**config.mk**
```make
export PLATFORM = sky130hd
export DESIGN_NAME = regfile_mp
export DESIGN_NICKNAME = d
export VERILOG_FILES = /design/src/rtl/regfile_mp.sv
export SDC_FILE = /design/constraint.sdc
export NUM_CORES = 2
export LEC_CHECK = 0
export BUFFER_PORTS_ARGS = -buffer_cell sky130_fd_sc_hd__buf_2
export CAP_MARGIN = 20
export CORE_AREA = 2 2 409 411
export DETAILED_ROUTE_END_ITERATION = 8
export DIE_AREA = 0 0 411 413
export PLACE_DENSITY = 0.58
export SYNTH_ARGS = -nofsm -noshare
export SYNTH_HDL_FRONTEND = slang
export SYNTH_SLANG_ARGS = --single-unit
export TNS_END_PERCENT = 5
```
**constraint.sdc**
```tcl
create_clock -name clock -period 5.1 [get_ports clock]
set_input_delay 0.765 -clock clock [delete_from_list [all_inputs] [get_ports clock]]
set_output_delay 0.765 -clock clock [all_outputs]
set_load 0.01 [all_outputs]
```
**src/rtl/regfile_mp.sv**
```systemverilog
// Multi-port register file: NRD read ports, two write ports, busy scoreboard.
// Optional REGFILE_BYPASS_EN forwards same-cycle write data to the read ports.
module regfile_mp #(
  parameter int WIDTH    = 32,
  parameter int DEPTH    = 32,
  parameter int NRD      = 2,
  parameter int ZERO_REG = 1,
  localparam int AW      = (DEPTH > 1) ? $clog2(DEPTH) : 1
) (
  input  logic                 clock,
  input  logic                 reset_n,
  input  logic [1:0]           we,
  input  logic [2*AW-1:0]      wa,
  input  logic [2*WIDTH-1:0]   wd,
  input  logic [NRD*AW-1:0]    ra,
  output logic [NRD*WIDTH-1:0] rd,
  output logic [NRD-1:0]       rd_busy,
  input  logic                 alloc_en,
  input  logic [AW-1:0]        alloc_addr
);

  localparam logic [AW:0] DLIM = (AW+1)'(DEPTH);
  localparam bit          ZR   = (ZERO_REG != 0);

  logic [WIDTH-1:0] regs [DEPTH];
  logic [DEPTH-1:0] busy;

  logic [AW-1:0]    wa0, wa1;
  logic [WIDTH-1:0] wd0, wd1;
  logic             wv0, wv1, av;
  logic [AW-1:0]    ra_u [NRD];

  // Out-of-range and hardwired-zero addresses are never stored or tracked.
  function automatic logic ok(input logic [AW-1:0] a);
    return ({1'b0, a} < DLIM) && !(ZR && a == '0);
  endfunction

  assign wa0 = wa[0 +: AW];
  assign wa1 = wa[AW +: AW];
  assign wd0 = wd[0 +: WIDTH];
  assign wd1 = wd[WIDTH +: WIDTH];
  assign wv0 = we[0] && ok(wa0);
  assign wv1 = we[1] && ok(wa1);
  assign av  = alloc_en && ok(alloc_addr);

  for (genvar i = 0; i < NRD; i++) begin : g_ra
    assign ra_u[i] = ra[i*AW +: AW];
  end

  // Later assignments win: port 1 over port 0, alloc over write-clear.
  always_ff @(posedge clock or negedge reset_n) begin
    if (!reset_n) begin
      regs <= '{default: '0};
      busy <= '0;
    end else begin
      if (wv0) regs[wa0] <= wd0;
      if (wv1) regs[wa1] <= wd1;
      if (wv0) busy[wa0] <= 1'b0;
      if (wv1) busy[wa1] <= 1'b0;
      if (av)  busy[alloc_addr] <= 1'b1;
    end
  end

  always_comb begin
    rd      = '0;
    rd_busy = '0;
    for (int i = 0; i < NRD; i++) begin
      if (reset_n && ok(ra_u[i])) begin
        rd[i*WIDTH +: WIDTH] = regs[ra_u[i]];
        rd_busy[i]           = busy[ra_u[i]];
`ifdef REGFILE_BYPASS_EN
        if (wv0 && wa0 == ra_u[i]) begin
          rd[i*WIDTH +: WIDTH] = wd0;
          rd_busy[i]           = 1'b0;
        end
        if (wv1 && wa1 == ra_u[i]) begin
          rd[i*WIDTH +: WIDTH] = wd1;
          rd_busy[i]           = 1'b0;
        end
        if (av && alloc_addr == ra_u[i])
          rd_busy[i] = 1'b1;
`endif
      end
    end
  end

endmodule

```
==> impl_metrics.py <==
metrics = {
    "clocking": {
        "cts.clk_slew.worst_paths_ns": 0.06,
        "post-cts-setup-buffers": 0,
        "cts.sinks": 1056,
        "clockBufferDepth": 3,
        "worst_skew_pair.late_latency_ns": 0.74,
        "cts_root_buf": "clkbuf_16",
        "numCtsBuffers": 118,
        "cts.repair.resized": 0,
        "cts_hold_buf": 0,
        "cts_tree": "yes",
        "htreeDepth": 3,
    },
    "sta": {
        "timing.final.crit_share_pct": 85.94,
        "report.final.slew_viol_count": 0,
        "hold_slack_ns": 0.1800,
        "hold_viol": 0,
        "fin_skew_ns": 0,
        "rsz0062_at_grt": "false",
        "slew_headroom_pct": 15.12,
        "finalSetupViolCount": 0,
        "setup_tns_ns": 0,
        "worst_pin_slew_ns": 1.273,
        "period_minus_slack_ns": 4.383,
        "layout_setup_ws_ns": 0.7171,
        "max_freq_mhz": 228.2,
    },
    "logic_synthesis": {
        "synth_cell_types": 53,
        "ys_warn_count": 0,
        "synth.top_cell.area_share_pct": 40.15,
        "synth_nets": 6685,
        "ys_seq_area_share_pct": 40.15,
        "synth_seq_cells": 1056,
        "synth_area_sq_mm": 0.06582,
        "synth-edff-count": 0,
        "synth.avg_cell_area_sq_um": 9.986,
        "synth_flop_cell": "dfrtp_1",
        "netlist_top_cells_area": "dfrtp_1 40%, mux2i_1 22%, mux4_2 8.9%",
        "yosys.area.top_type": "dfrtp_1",
        "ys_async_sr_fraction_pct": 100.0,
        "synthCells": 6591,
    },
    "pwr": {
        "p_per_area_mw_per_mm2": 385.2,
        "totalPowerFinal_mw": 27.82,
        "p_leak_nw": 31.98,
        "vdd_drop_max_uv": 313.8,
        "clockPowerShare_pct": 31.8,
        "switching_power_mw": 9.125,
        "comb_power_share_pct": 23.6,
        "internal_power_mw": 18.69,
        "switching_share_pct": 32.80,
        "power_frac_seq_pct": 44.7,
    },
    "place": {
        "dp.cells": 8368,
        "place_area_sq_mm": 0.06821,
        "dp_hpwl_mm": 177.7,
        "port_buffers": 159,
        "dpl_worst_slack_ns": 0.9177,
        "place.gp.congestion": 0.9256,
    },
    "detailed_routing": {
        "drcViolationCount": 0,
        "drt_wl_total_mm": 291.7,
        "first_pass_iters": 9,
        "viasPerCell": 6.552,
        "route.vias.total": 56440,
        "ant_nets": 0,
        "drt-initial-drc-count": 8090,
        "wl_per_cell_um": 33.87,
    },
    "critical_path": {
        "ff2ff_path_depth": 2,
        "r2r-start": "regs[357]",
        "worst-setup-path-type": "in2out",
        "end_kind": "primary output",
        "start_kind": "input port",
        "worstPathArrival_ns": 3.62,
        "rrSetupSlack_ns": 4.21,
        "path_max_fanout": 37,
        "cp_data_required_time_ns": 4.34,
        "rr_endpoint": "regs[357]",
    },
    "global_routing": {
        "track_usage_pct": 33.56,
        "antenna_found_initial": 39,
        "grt_overflow_total": 0,
        "grt_pass1_wl_mm": 409.7,
        "grt_pass1_vias": 53280,
        "grt_max_degree": 151,
    },
    "final_layout": {
        "fin_area_sq_mm": 0.07221,
        "finalNonFillerCells": 8614,
        "syn_to_final_growth_pct": 9.710,
        "drive_gt1_share_pct": 14.60,
        "nNetsFinal": 6380,
        "utilization_pct": 43.52,
    },
    "die": {
        "coreArea_sq_mm": 0.1659,
        "io_pins": 160,
        "die_h_um": 413,
        "die_area_sq_mm": 0.1697,
        "initial_core_util_pct": 39.67,
        "rows": 150,
        "fp.dieW_um": 411,
    },
    "run": {
        "drv_cap": 0,
    },
    "outcome": {
        "outcome": "finished clean",
    },
    "worst_hold_path": {
        "hold_path_class": "in2async",
    },
}
-- cell families after synthesis --
logic type | after synthesis | synth area share [%]
compound gates | 1501 | 13.48
buf+inv | 806 | 5.705
flops | 1056 | 40.15
mux | 1682 | 30.52
simple gates | 1546 | 10.15
-- layer usage --
metal	routed length (um)	global-route usage, %	vias up
met5	158	0	-
met4	22330	22.75	24
met3	34550	9.884	1082
met2	124600	49.02	3972
met1	110100	42.89	28000
li1	-	-	23370
-- cells in the mapped netlist, types with 3 or more instances --
library cell	instances
mux2i_1	1422
dfrtp_1	1056
nand2_1	659
nor2_1	554
clkbuf_1	486
a21oi_1	465
o21ai_0	442
a22oi_1	294
mux4_2	260
nand3_1	171
buf_2	163
a31oi_1	110
a22o_1	79
buf_4	77
nand4_1	66
o21ai_1	61
buf_1	43
a32oi_1	33
buf_6	31
nor2b_1	13
a32o_1	8
and3b_1	8
nor2_4	8
and2_1	7
nor2_2	6
and3_1	5
nand3b_1	5
nor3b_1	5
nand2b_1	4
nand3_2	4
or3b_1	4
a21boi_0	3
and4b_1	3
clkbuf_2	3
inv_1	3
nand2_2	3
nand3b_4	3
-- cell type report --
type                            count  area (sq um)
Clock inverter                     45         417.9
Timing Repair Buffer              378          2913
Clock buffer                      174          3466
Sequential cell                  1056         26430
Inverter                            3         11.26
Tap cell                         2204          2758
Multi-Input combinational cell   4729         36160
Antenna cell                       25         62.56
Fill cell                       15840         93700
-- worst max-delay path, cell delays in order --
cell and delay, ns:
buf_8 0.38, buf_4 0.39, nor2b_4 0.22, buf_12 0.35, a22oi_1 0.16, a31oi_1 0.38
nand4_1 0.50, buf_2 0.32
-- layout by cell type, fill, tap and decap left out, types with 8 or more instances in the layout --
cell type and instances:
clkinv_2 28, a32oi_1 33, clkbuf_16 120, clkbuf_8 26, a31oi_1 110, nor2_1 531
mux2i_1 1422, nand2_4 21, nand2_1 637, buf_2 152, buf_12 29, o21ai_1 61
nor2b_4 8, mux4_2 260, a22o_1 79, diode_2 25, dfrtp_1 1056, nand4_1 66
a22oi_1 294, o21ai_0 442, nand3_1 171, and3b_1 8, clkbuf_1 28, buf_4 188
nor2_4 34, a21oi_1 465, a32o_1 8
-- flip-flops by register name (all words and copies together) (netlist names) --
name and count:
busy 32, regs 1024
-- worst max path at each step --
stage / startpoint / end / slack, ns / depth (start not counted)
floorplan: ra[6] / rd[38] / 2.11 / 7
global placement: ra[0] / rd[31] / 0.92 / 8
detailed placement: ra[0] / rd[31] / 0.92 / 8
CTS: ra[0] / rd[31] / 0.92 / 8
global route: ra[0] / rd[12] / 0.75 / 8
finish: ra[0] / rd[12] / 0.72 / 8
-- power by group through the flow --
stage	Combinational [mW]	Sequential [mW]	Clock [mW]
floorplan	4.82	11.8	0
global placement	6.28	12.3	0
detailed placement	6.45	12.4	0
CTS	6.45	12.3	8.87
global route	7.09	12.6	9.19
finish	6.55	12.4	8.84
(Power assumes the default switching activity.)
